`src/rtl/gfx_pkg.sv`:
```
// Shared types and width helpers for the camera/world transform stages.
package gfx_pkg;

  typedef enum logic [1:0] {IDLE, MAC, FIN, DONE} state_e;

  localparam int CNT_W     = 4;
  localparam int LAST_TERM = 8;

  // Three full-precision Q*V products summed without overflow.
  function automatic int acc_width(input int q_w, input int v_w);
    return q_w + v_w + 2;
  endfunction

  localparam int ACC_WIDTH = acc_width(23, 16);

endpackage

```
`src/rtl/cam_to_world_if.sv`:
```
// Input/output handshake bundle for cam_to_world.
interface cam_to_world_if #(
  parameter int Q_WIDTH   = 23,
  parameter int C_WIDTH   = 18,
  parameter int V_WIDTH   = 16,
  parameter int OUT_WIDTH = 20
);
  logic                        in_valid;
  logic                        in_ready;
  logic [2:0][Q_WIDTH-1:0]     Q;
  logic [2:0][C_WIDTH-1:0]     C;
  logic [2:0][V_WIDTH-1:0]     u;
  logic [2:0][V_WIDTH-1:0]     v;
  logic [2:0][V_WIDTH-1:0]     n;
  logic                        out_valid;
  logic                        out_ready;
  logic [2:0][OUT_WIDTH-1:0]   P;
  logic                        ovf;

  modport master (output in_valid, Q, C, u, v, n, out_ready,
                  input  in_ready, out_valid, P, ovf);
  modport slave  (input  in_valid, Q, C, u, v, n, out_ready,
                  output in_ready, out_valid, P, ovf);
endinterface

```
`src/rtl/signed_saturate.sv`:
```
// Clamps a wide signed value into OUT_WIDTH bits and flags when clamping occurred.
module signed_saturate #(
  parameter int IN_WIDTH  = 42,
  parameter int OUT_WIDTH = 20
) (
  input  logic signed [IN_WIDTH-1:0] din,
  output logic [OUT_WIDTH-1:0]       dout,
  output logic                       sat
);
  localparam logic signed [IN_WIDTH-1:0] MAX_V =
    {{(IN_WIDTH-OUT_WIDTH+1){1'b0}}, {(OUT_WIDTH-1){1'b1}}};
  localparam logic signed [IN_WIDTH-1:0] MIN_V = ~MAX_V;

  always_comb begin
    sat = 1'b1;
    if (din > MAX_V) begin
      dout = MAX_V[OUT_WIDTH-1:0];
    end else if (din < MIN_V) begin
      dout = MIN_V[OUT_WIDTH-1:0];
    end else begin
      dout = din[OUT_WIDTH-1:0];
      sat  = 1'b0;
    end
  end
endmodule

```
`src/rtl/cam_to_world.sv`:
```
// Reconstructs world point P = C + qx*u + qy*v + qz*n with one shared multiplier
// stepped over nine cycles (axis outer, term inner).
module cam_to_world
  import gfx_pkg::*;
#(
  parameter int C_WIDTH   = 18,
  parameter int V_WIDTH   = 16,
  parameter int FRAC_BITS = 14,
  parameter int Q_WIDTH   = 23,
  parameter int OUT_WIDTH = 20
) (
  input  logic          clk,
  input  logic          rst,
  cam_to_world_if.slave bus
);
  localparam int ACC_W  = acc_width(Q_WIDTH, V_WIDTH);
  localparam int PROD_W = Q_WIDTH + V_WIDTH;
  localparam int SUM_W  = ACC_W + 1;

  state_e                     state_q, state_d;
  logic [CNT_W-1:0]           cnt_q, cnt_d;
  logic [2:0][Q_WIDTH-1:0]    q_q, q_d;
  logic [2:0][C_WIDTH-1:0]    c_q, c_d;
  logic [2:0][V_WIDTH-1:0]    u_q, u_d, v_q, v_d, n_q, n_d;
  logic signed [ACC_W-1:0]    acc_q [3];
  logic signed [ACC_W-1:0]    acc_d [3];
  logic [2:0][OUT_WIDTH-1:0]  p_q, p_d, p_sat;
  logic [2:0]                 sat_flag;
  logic                       ovf_q, ovf_d, out_valid_q, out_valid_d;

  logic [1:0]                 k, j;
  logic signed [Q_WIDTH-1:0]  mul_a;
  logic signed [V_WIDTH-1:0]  mul_b;
  logic signed [PROD_W-1:0]   prod;
  logic signed [SUM_W-1:0]    sum [3];

  always_comb begin
    case (cnt_q)
      4'd0:    {k, j} = 4'b00_00;
      4'd1:    {k, j} = 4'b00_01;
      4'd2:    {k, j} = 4'b00_10;
      4'd3:    {k, j} = 4'b01_00;
      4'd4:    {k, j} = 4'b01_01;
      4'd5:    {k, j} = 4'b01_10;
      4'd6:    {k, j} = 4'b10_00;
      4'd7:    {k, j} = 4'b10_01;
      4'd8:    {k, j} = 4'b10_10;
      default: {k, j} = 4'b00_00;
    endcase
  end

  always_comb begin
    case (j)
      2'd0:    begin mul_a = q_q[0]; mul_b = u_q[k]; end
      2'd1:    begin mul_a = q_q[1]; mul_b = v_q[k]; end
      default: begin mul_a = q_q[2]; mul_b = n_q[k]; end
    endcase
    prod = PROD_W'(mul_a) * PROD_W'(mul_b);
  end

  // Floor shift of the full-precision sum, then add C before clamping.
  always_comb begin
    for (int i = 0; i < 3; i++) begin
      sum[i] = (SUM_W'(acc_q[i]) >>> FRAC_BITS) + SUM_W'($signed(c_q[i]));
    end
  end

  for (genvar g = 0; g < 3; g++) begin : g_sat
    signed_saturate #(.IN_WIDTH(SUM_W), .OUT_WIDTH(OUT_WIDTH)) u_sat (
      .din  (sum[g]),
      .dout (p_sat[g]),
      .sat  (sat_flag[g])
    );
  end

  always_comb begin
    state_d     = state_q;
    cnt_d       = cnt_q;
    q_d         = q_q;
    c_d         = c_q;
    u_d         = u_q;
    v_d         = v_q;
    n_d         = n_q;
    acc_d       = acc_q;
    p_d         = p_q;
    ovf_d       = ovf_q;
    out_valid_d = out_valid_q;
    case (state_q)
      IDLE: if (bus.in_valid) begin
        q_d     = bus.Q;
        c_d     = bus.C;
        u_d     = bus.u;
        v_d     = bus.v;
        n_d     = bus.n;
        acc_d   = '{default: '0};
        cnt_d   = '0;
        state_d = MAC;
      end
      MAC: begin
        acc_d[k] = acc_q[k] + ACC_W'(prod);
        if (cnt_q == CNT_W'(LAST_TERM)) state_d = FIN;
        else                            cnt_d   = cnt_q + 1'b1;
      end
      FIN: begin
        p_d         = p_sat;
        ovf_d       = |sat_flag;
        out_valid_d = 1'b1;
        state_d     = DONE;
      end
      DONE: if (bus.out_ready) begin
        out_valid_d = 1'b0;
        state_d     = IDLE;
      end
      default: state_d = IDLE;
    endcase
  end

  always_ff @(posedge clk) begin
    if (rst) begin
      state_q     <= IDLE;
      cnt_q       <= '0;
      q_q         <= '0;
      c_q         <= '0;
      u_q         <= '0;
      v_q         <= '0;
      n_q         <= '0;
      acc_q       <= '{default: '0};
      p_q         <= '0;
      ovf_q       <= 1'b0;
      out_valid_q <= 1'b0;
    end else begin
      state_q     <= state_d;
      cnt_q       <= cnt_d;
      q_q         <= q_d;
      c_q         <= c_d;
      u_q         <= u_d;
      v_q         <= v_d;
      n_q         <= n_d;
      acc_q       <= acc_d;
      p_q         <= p_d;
      ovf_q       <= ovf_d;
      out_valid_q <= out_valid_d;
    end
  end

  assign bus.in_ready  = (state_q == IDLE);
  assign bus.out_valid = out_valid_q;
  assign bus.P         = p_q;
  assign bus.ovf       = ovf_q;
endmodule
```
`src/flat_wrapper.sv`:
```
// flat-port wrapper written by rule: the top's interface ports become plain ports
module cam_to_world_flat import gfx_pkg::*;
#(
  parameter int C_WIDTH   = 18,
  parameter int V_WIDTH   = 16,
  parameter int FRAC_BITS = 14,
  parameter int Q_WIDTH   = 23,
  parameter int OUT_WIDTH = 20
)
  (clk, rst, bus_in_valid, bus_Q, bus_C, bus_u, bus_v, bus_n, bus_out_ready, bus_in_ready, bus_out_valid, bus_P, bus_ovf);
  cam_to_world_if #(.Q_WIDTH(Q_WIDTH), .C_WIDTH(C_WIDTH), .V_WIDTH(V_WIDTH), .OUT_WIDTH(OUT_WIDTH)) bus_i ();
  input  logic clk;
  input  logic rst;
  input wire logic [$bits(bus_i.in_valid)-1:0] bus_in_valid;
  input wire logic [$bits(bus_i.Q)-1:0] bus_Q;
  input wire logic [$bits(bus_i.C)-1:0] bus_C;
  input wire logic [$bits(bus_i.u)-1:0] bus_u;
  input wire logic [$bits(bus_i.v)-1:0] bus_v;
  input wire logic [$bits(bus_i.n)-1:0] bus_n;
  input wire logic [$bits(bus_i.out_ready)-1:0] bus_out_ready;
  output wire logic [$bits(bus_i.in_ready)-1:0] bus_in_ready;
  output wire logic [$bits(bus_i.out_valid)-1:0] bus_out_valid;
  output wire logic [$bits(bus_i.P)-1:0] bus_P;
  output wire logic [$bits(bus_i.ovf)-1:0] bus_ovf;
  assign bus_i.in_valid = bus_in_valid;
  assign bus_i.Q = bus_Q;
  assign bus_i.C = bus_C;
  assign bus_i.u = bus_u;
  assign bus_i.v = bus_v;
  assign bus_i.n = bus_n;
  assign bus_i.out_ready = bus_out_ready;
  assign bus_in_ready = bus_i.in_ready;
  assign bus_out_valid = bus_i.out_valid;
  assign bus_P = bus_i.P;
  assign bus_ovf = bus_i.ovf;
  cam_to_world #(.C_WIDTH(C_WIDTH), .V_WIDTH(V_WIDTH), .FRAC_BITS(FRAC_BITS), .Q_WIDTH(Q_WIDTH), .OUT_WIDTH(OUT_WIDTH)) u_core (.clk(clk), .rst(rst), .bus(bus_i));
endmodule
```
`config.mk`:
```
export PLATFORM = sky130hd
export DESIGN_NAME = cam_to_world_flat
export DESIGN_NICKNAME = d
export VERILOG_FILES = /design/src/rtl/gfx_pkg.sv /design/src/rtl/cam_to_world_if.sv /design/src/rtl/signed_saturate.sv /design/src/rtl/cam_to_world.sv /design/src/flat_wrapper.sv
export SDC_FILE = /design/constraint.sdc
export NUM_CORES = 2
export LEC_CHECK = 0
export ABC_AREA = 1
export ABC_CLOCK_PERIOD_IN_PS = 6100
export BUFFER_PORTS_ARGS = -buffer_cell sky130_fd_sc_hd__buf_2
export CORE_ASPECT_RATIO = 0.7
export CORE_UTILIZATION = 55
export CTS_BUF_LIST = sky130_fd_sc_hd__clkbuf_8
export CTS_CLUSTER_SIZE = 40
export DETAILED_ROUTE_END_ITERATION = 10
export PLACE_DENSITY = 0.77
export SLEW_MARGIN = 10
export SYNTH_ARGS = -nofsm -noshare
export SYNTH_HDL_FRONTEND = slang
export SYNTH_SLANG_ARGS = --single-unit
```
`constraint.sdc`:
```
create_clock -name clk -period 6.1 [get_ports clk]
set_input_delay 0.61 -clock clk [delete_from_list [all_inputs] [get_ports clk]]
set_output_delay 0.61 -clock clk [all_outputs]
set_load 0.02 [all_outputs]
```
## Word-level counts from Yosys, hierarchy flattened

Memory sizes are Yosys's and may differ from the RTL's. A register that Yosys moved wholly into a read port is not among the register bits.
Index checks and enable logic that the tools add are counted.

- Add/sub/neg operators: 5
- Multipliers: 1
- $lt $le $gt $ge: 9
- Equal/unequal tests: 9
- Muxes and demuxes: 39
- Bitwise logic cells: 1
- Reductions and logical operators: 11

Operator list:

| cell | number |
|---|---|
| one-hot mux 123 bit (2 select lines) | 1 |
| > comparator 42 x 20 -> 1 bit (second input constant) | 3 |
| less-than comparator 42 x 20 -> 1 bit (second input constant) | 3 |
| bitwise mux 123 bit | 1 |
| two-way mux 123 bit | 1 |
| two-way mux 41 bit | 3 |
| two-way mux 20 bit | 6 |
| binary-select mux 16 bit (select 2 bit) | 3 |
| adder 27 x 18 -> 28 bit | 3 |
| binary-select mux 41 bit (select 2 bit) | 1 |
| demux 41 bit (select 2 bit) | 1 |
| two-way mux 16 bit | 3 |
| one-hot mux 23 bit (2 select lines) | 1 |
| adder 41 x 39 -> 41 bit | 1 |
| multiplier 23 x 16 -> 39 bit | 1 |
| one-hot mux 16 bit (2 select lines) | 1 |
| two-way mux 4 bit | 4 |
| one-hot mux 2 bit (4 select lines) | 1 |
| one-hot mux 4 bit (2 select lines) | 1 |
| two-way mux 1 bit | 7 |
| two-way mux 2 bit | 3 |
| != test 2 bit (second input constant) | 3 |
| AND reduction 2 bit | 3 |
| AND reduction 3 bit | 2 |
| other kinds (14) | 18 |

- Register bits after elaboration: 458
- ROM bits: 64
- Input bits: 271
- Output and inout port bits: 63
- Logic and storage cells: 101
- Memories: 1

Memories:

| memory | words | bits a word | rd ports | clocked after memory_dff | wr ports | line | text |
|---|---|---|---|---|---|---|---|
| (no name shown) | 16 | 4 | 1 | 1 | 0 | cam_to_world.sv:38 | `case (cnt_q)` |

## Logic depth before layout (Yosys ltp)

- Depth in word-level cells: 7
- Mapped depth: 37
- Gate-level depth less buffers: 36

## Modules after synthesis

From an unflattened synthesis, not the netlist that was laid out.

- Cells, all modules: 5,418
- Area total of the unflattened synthesis: 39,186.3 sq um

By module, submodules not included:

| module | instances | cells an instance | area an instance (sq um) | seq. area each (sq um) |
|---|---|---|---|---|
| cam_to_world | 1 | 5,163 | 38,139.1 | 9,248.9 |
| signed_saturate | 3 | 85 | 349.1 | 0.0 |

## Worst setup path before layout

No wires, ideal clock.

- Path kind: reg2reg
- Start point: register, netlist name u_core.j[1]
- End point: register u_core.acc_q[111] (netlist bit)
- Setup time: 0.132 ns
- Data arrival time: 6.542 ns
- Required time: 5.968 ns
- Setup slack: -0.574 ns
- Stages on the path, launching flop included: 31
- Path buffers: 4
- Clock period less this slack: 6.674 ns
- Path through: dfxtp_1 buf_2 nor2_1 inv_1 buf_2 buf_1 o21a_1 clkbuf_1 nand2_1 fa_1 inv_1 fa_1 inv_1 fa_1 inv_1 fa_1 fa_1 inv_1 fa_1 inv_1 ha_1 inv_1 o21ai_0 a31oi_1 o21ai_0 inv_1 nand3_1 a21o_1 or2_2 nand3_1 a21oi_1

- Cells in the longest elaborated chain, start to end: 6
- Elaborated cells on any way between the ends: 8
- Those cells by class: add/sub: 1; mul: 1; eq/ne: 1; mux: 4; reduce/logical: 1

Ends and longest elaborated chain:

| what | line | text |
|---|---|---|
| equality test 2 x 1 -> 1 bit / zero test 2 bit (equally long branches) | cam_to_world.sv:53 | `case (j)` |
| one-hot mux 23 bit (2 select lines) / one-hot mux 16 bit (2 select lines) (equally long branches) | cam_to_world.sv:53 |  |
| multiplier 23 x 16 -> 39 bit * | cam_to_world.sv:58 | `prod = PROD_W'(mul_a) * PROD_W'(mul_b);` |
| adder 41 x 39 -> 41 bit * | cam_to_world.sv:100 | `acc_d[k] = acc_q[k] + ACC_W'(prod);` |
| bitwise mux 123 bit * | cam_to_world.sv:100 |  |
| one-hot mux 123 bit (2 select lines) * | cam_to_world.sv:88 | `case (state_q)` |
| to (signal assigned) | cam_to_world.sv:127 | `acc_q <= '{default: '0};` |
| to (signal assigned) | cam_to_world.sv:139 | `acc_q <= acc_d;` |
| to (decl) | cam_to_world.sv:25 | `logic signed [ACC_W-1:0] acc_q [3];` |

Mark *: on every way between the ends. The rest lies on a longest branch, timed or not.
A chain may end at the register's enable or synchronous reset.

## Worst setup path after layout

- Start point: register, netlist name u_core.k[0]
- End point: register u_core.acc_q[79] (netlist bit)

- Cells in the longest elaborated chain, start to end: 7
- Elaborated cells on any way between the ends: 20
- Those cells by class: add/sub: 1; mul: 1; order compare: 2; mux: 14; bitwise: 1; reduce/logical: 1

Ends and longest elaborated chain:

| what | line | text |
|---|---|---|
| binary-select mux 16 bit (select 2 bit) (tied with other cells) | cam_to_world.sv:56 | `default: begin mul_a = q_q[2]; mul_b = n_q[k]; end` |
| two-way mux 16 bit (not written as such) (tied with other cells) | cam_to_world.sv:56 |  |
| one-hot mux 16 bit (2 select lines) (tied with other cells) | cam_to_world.sv:53 |  |
| multiplier 23 x 16 -> 39 bit / two-way mux 41 bit (equally long branches) | cam_to_world.sv:58, cam_to_world.sv:100 |  |
| adder 41 x 39 -> 41 bit / demux 41 bit (select 2 bit) (equally long branches) | cam_to_world.sv:100 |  |
| bitwise mux 123 bit * | cam_to_world.sv:100 |  |
| one-hot mux 123 bit (2 select lines) * | cam_to_world.sv:88 |  |

Mark *: on every way between the ends. The rest lies on a longest branch, timed or not. The select of a mux whose other input is x is not followed.

==> metrics.txt <==
EDFF count, synth=0; drc violations=0; min Tclk post-route=7240 ps; Buf+Inv Stages, Crit Path=13; htree depth=3; Design Area, Final=a little over 0.05 sq mm; Clock Tree Root=clkbuf_8; failing checks=negative setup slack; clock skew=66.9 ps; CTS Sinks=462; Req. time, crit path=roughly 6800 ps; syn nets=6497; Synth Instances=~5600; Max Slew Vio Count=0; CTS tree=yes; Most Frequent Cell on Critical Path=fa_1; count leader, synth=nand2_1; initial antenna violation count=18; final worst slack=-1140 ps; async set-or-reset flop fraction in the synthesized netlist=0%; Fill cells=about 5900; CP arrival=7890 ps; CTS Buffer Depth=3; largest family of logic cells by synthesized area=adder cells; global-route wire length before repair=between 200000 and 250000 microns; Worst-Margin Slew=~1300 ps; Die Wd=324 microns; Clock Latency Late Sink=750 ps; area of the multi-input gates=0.0286 sq mm; Max stage delay on crit path=550 ps; hold path startpoint=bus_Q[38]; post-synthesis simple-gate area fraction=roughly a quarter; register bit total from synthesis=462; DRT Pass-1 Iters=6; Final Hold Viols=0; Area contributors post-synth=dfxtp_1, fa_1, nand2_1; Crit Path Category=reg -> reg; Min-Delay Path Class=in -> reg; # setup viols final=91; CP max FO=8; clock slew at reported path FFs=90 ps; most frequent cells after synthesis=nand2_1, nor2_1, inv_1, dfxtp_1, o21ai_0; compound-cell area share of the yosys netlist=13.1%; IO Port Bufs=333; Max Cap Violations=0; hold depth=3; Final #Nets=7251; register area share after synthesis=23.2%; GRT Util Overall=38.7%; wire per inst=19.9 microns; DP Wirelength=113000 microns; Worst slew margin=12.8%; r2r worst-path depth=32; largest net degree at the start of global routing=approximately 260; Synth Area in XOR/XNOR=1.56%; Area Overhead vs Synth=27.8%; vias in the first global route=38164; placed instance area=0.0463 sq mm; Post-synth top flop=dfxtp_1; Distinct cells, synth=55; die span in y=227 microns; register area=0.00926 sq mm; Synth Cell Area=0.0398 sq mm; RSZ-0062 raised after global routing=yes; Detailed Route WL=roughly 150000 microns; Synth Area in Adders=27.3%; leading area contributor after synthesis=dfxtp_1; Reg-to-Reg Start=u_core.k[0]; initial detailed-routing violation count=4410; FF-to-FF End=u_core.acc_q[79]; setup_tns=-77150 ps; area of the die=between 0.07 and 0.08 sq mm; status=finished, violations left; number of I/O pins=approximately 330; startpoint types=flop; post-synth top area share=a little under a quarter; Via density=about 5.5; grt ovf=0; Worst path slowest cell=fa_1; Fmax=138 MHz; Final Cycle Share=119%; share of cells above drive strength 1=24.6%; Initial Util=55.6%; critical path's top delay family=adder cells; vias=41011; syn avg cell area=7.11 sq um; FF-to-FF setup slack=-1140 ps; Row Count=82; synth warn=0; hold path endpoint=u_core.q_q[38]; Crit. End Element=flop; core area=about 0.072 sq mm; Num CTS Buffers=75; mux cell area share after synthesis=0%; Final GP Congestion=1.09; Routed Antenna Nets=0
[cells by family (layout without fill, tap and decap cells)]
kind of cell | count (synthesis) | count (layout)
AND/OR/NAND/NOR | 2385 | 2385
AO/OA/AOI/OAI | 958 | 958
other | 0 | 12
flip-flops | 462 | 462
adder cells (fa/ha/maj) | 620 | 620
buffers and inverters | 1110 | 1918
XOR/XNOR | 71 | 71
[area by class of cell]
class | instances | area share [%]
clock inverter | 37 | 0.590
timing repair inverter | 1 | 0.0147
timing repair buffer | 909 | 13.5
sequential | 462 | 18.2
tap | 966 | 2.37
multi-input combinational | 4034 | 56.1
antenna | 12 | 0.0590
clock buffer | 94 | 2.54
inverter | 877 | 6.67
[stage by stage]
stage,util (%),hold slack [ps],setup slack (ps),std cells
finish,71.1,125,-1140,7392
global route,71.1,131,-1310,7387
CTS,68.3,99.3,-899,7323
detailed placement,64.7,451,-1180,7153
global placement,64.7,445,-1140,7153
floorplan,-,425,-109,5606
[metal layers]
metal	share of wire (%)	wire (microns)	GRT usage (%)	up-vias
met3	14	20800	15.4	296
met2	40	58600	53.4	2188
li1	-	-	-	18986
met4	2.9	4260	11.1	18
met5	0.084	124	0	-
met1	43	63500	55.4	19523
[state kept, by name (all words and copies together) (netlist names)]
signal,flops
u_core.acc_q,123
u_core.q_q,69
u_core.bus.P,60
u_core.c_q,54
u_core.n_q,48
u_core.u_q,48
u_core.v_q,48
u_core.cnt_q,4
u_core.j,2
u_core.k,2
u_core.state_q,2
u_core.bus.out_valid,1
u_core.bus.ovf,1
[worst reg2reg max path, delay by kind of cell (launching register included)]
family / cells / cell delay (ps)
fa+ha+maj: 7 / 3430
buf+inv: 13 / 1440
simple gates: 9 / 1240
compound gates: 3 / 730
flops: 1 / 360
[placed cells by master, fill, tap and decap left out, types with 20 or more instances in the layout]
cell type     n
ha_4         31
clkbuf_8     94
dfxtp_1     459
buf_12       42
ha_1        174
nand3_2      32
xnor2_1      20
nor2_1      816
nand3_1     141
fa_1        390
a21oi_2      54
a21oi_1     347
inv_1       784
nand2_2      65
nor2_4       43
nand2_4      27
buf_2       332
buf_6        51
inv_2        83
nor2_2       47
nand2_1    1119
o21a_1       21
fa_2         23
nand4_1      49
xor2_1       38
o21ai_2      21
buf_4       475
o21ai_0     386
[how the worst max path moves through the flow]
stage | startpoint | end | slack (ps) | depth (start not counted)
2_1_floorplan | u_core.j[1] | u_core.acc_q[111] | -110 | 31
3_3_place_gp | u_core.k[0] | u_core.acc_q[38] | -1140 | 32
3_5_place_dp | u_core.k[0] | u_core.acc_q[38] | -1180 | 34
4_1_cts | u_core.k[0] | u_core.acc_q[37] | -900 | 34
5_1_grt | u_core.k[0] | u_core.acc_q[36] | -1310 | 31
6_report | u_core.k[0] | u_core.acc_q[79] | -1140 | 32
[repair_timing]
action                     CTS  global route
setup endpoints to repair   96            99
gates resized for setup    168           385
cloned                       3             5
setup buffers               36            56
pin swaps                   83           151
hold buffers                 0             0
Power is not shown: default switching activity piles up to over one toggle a cycle in this logic, so the estimate is an artifact.
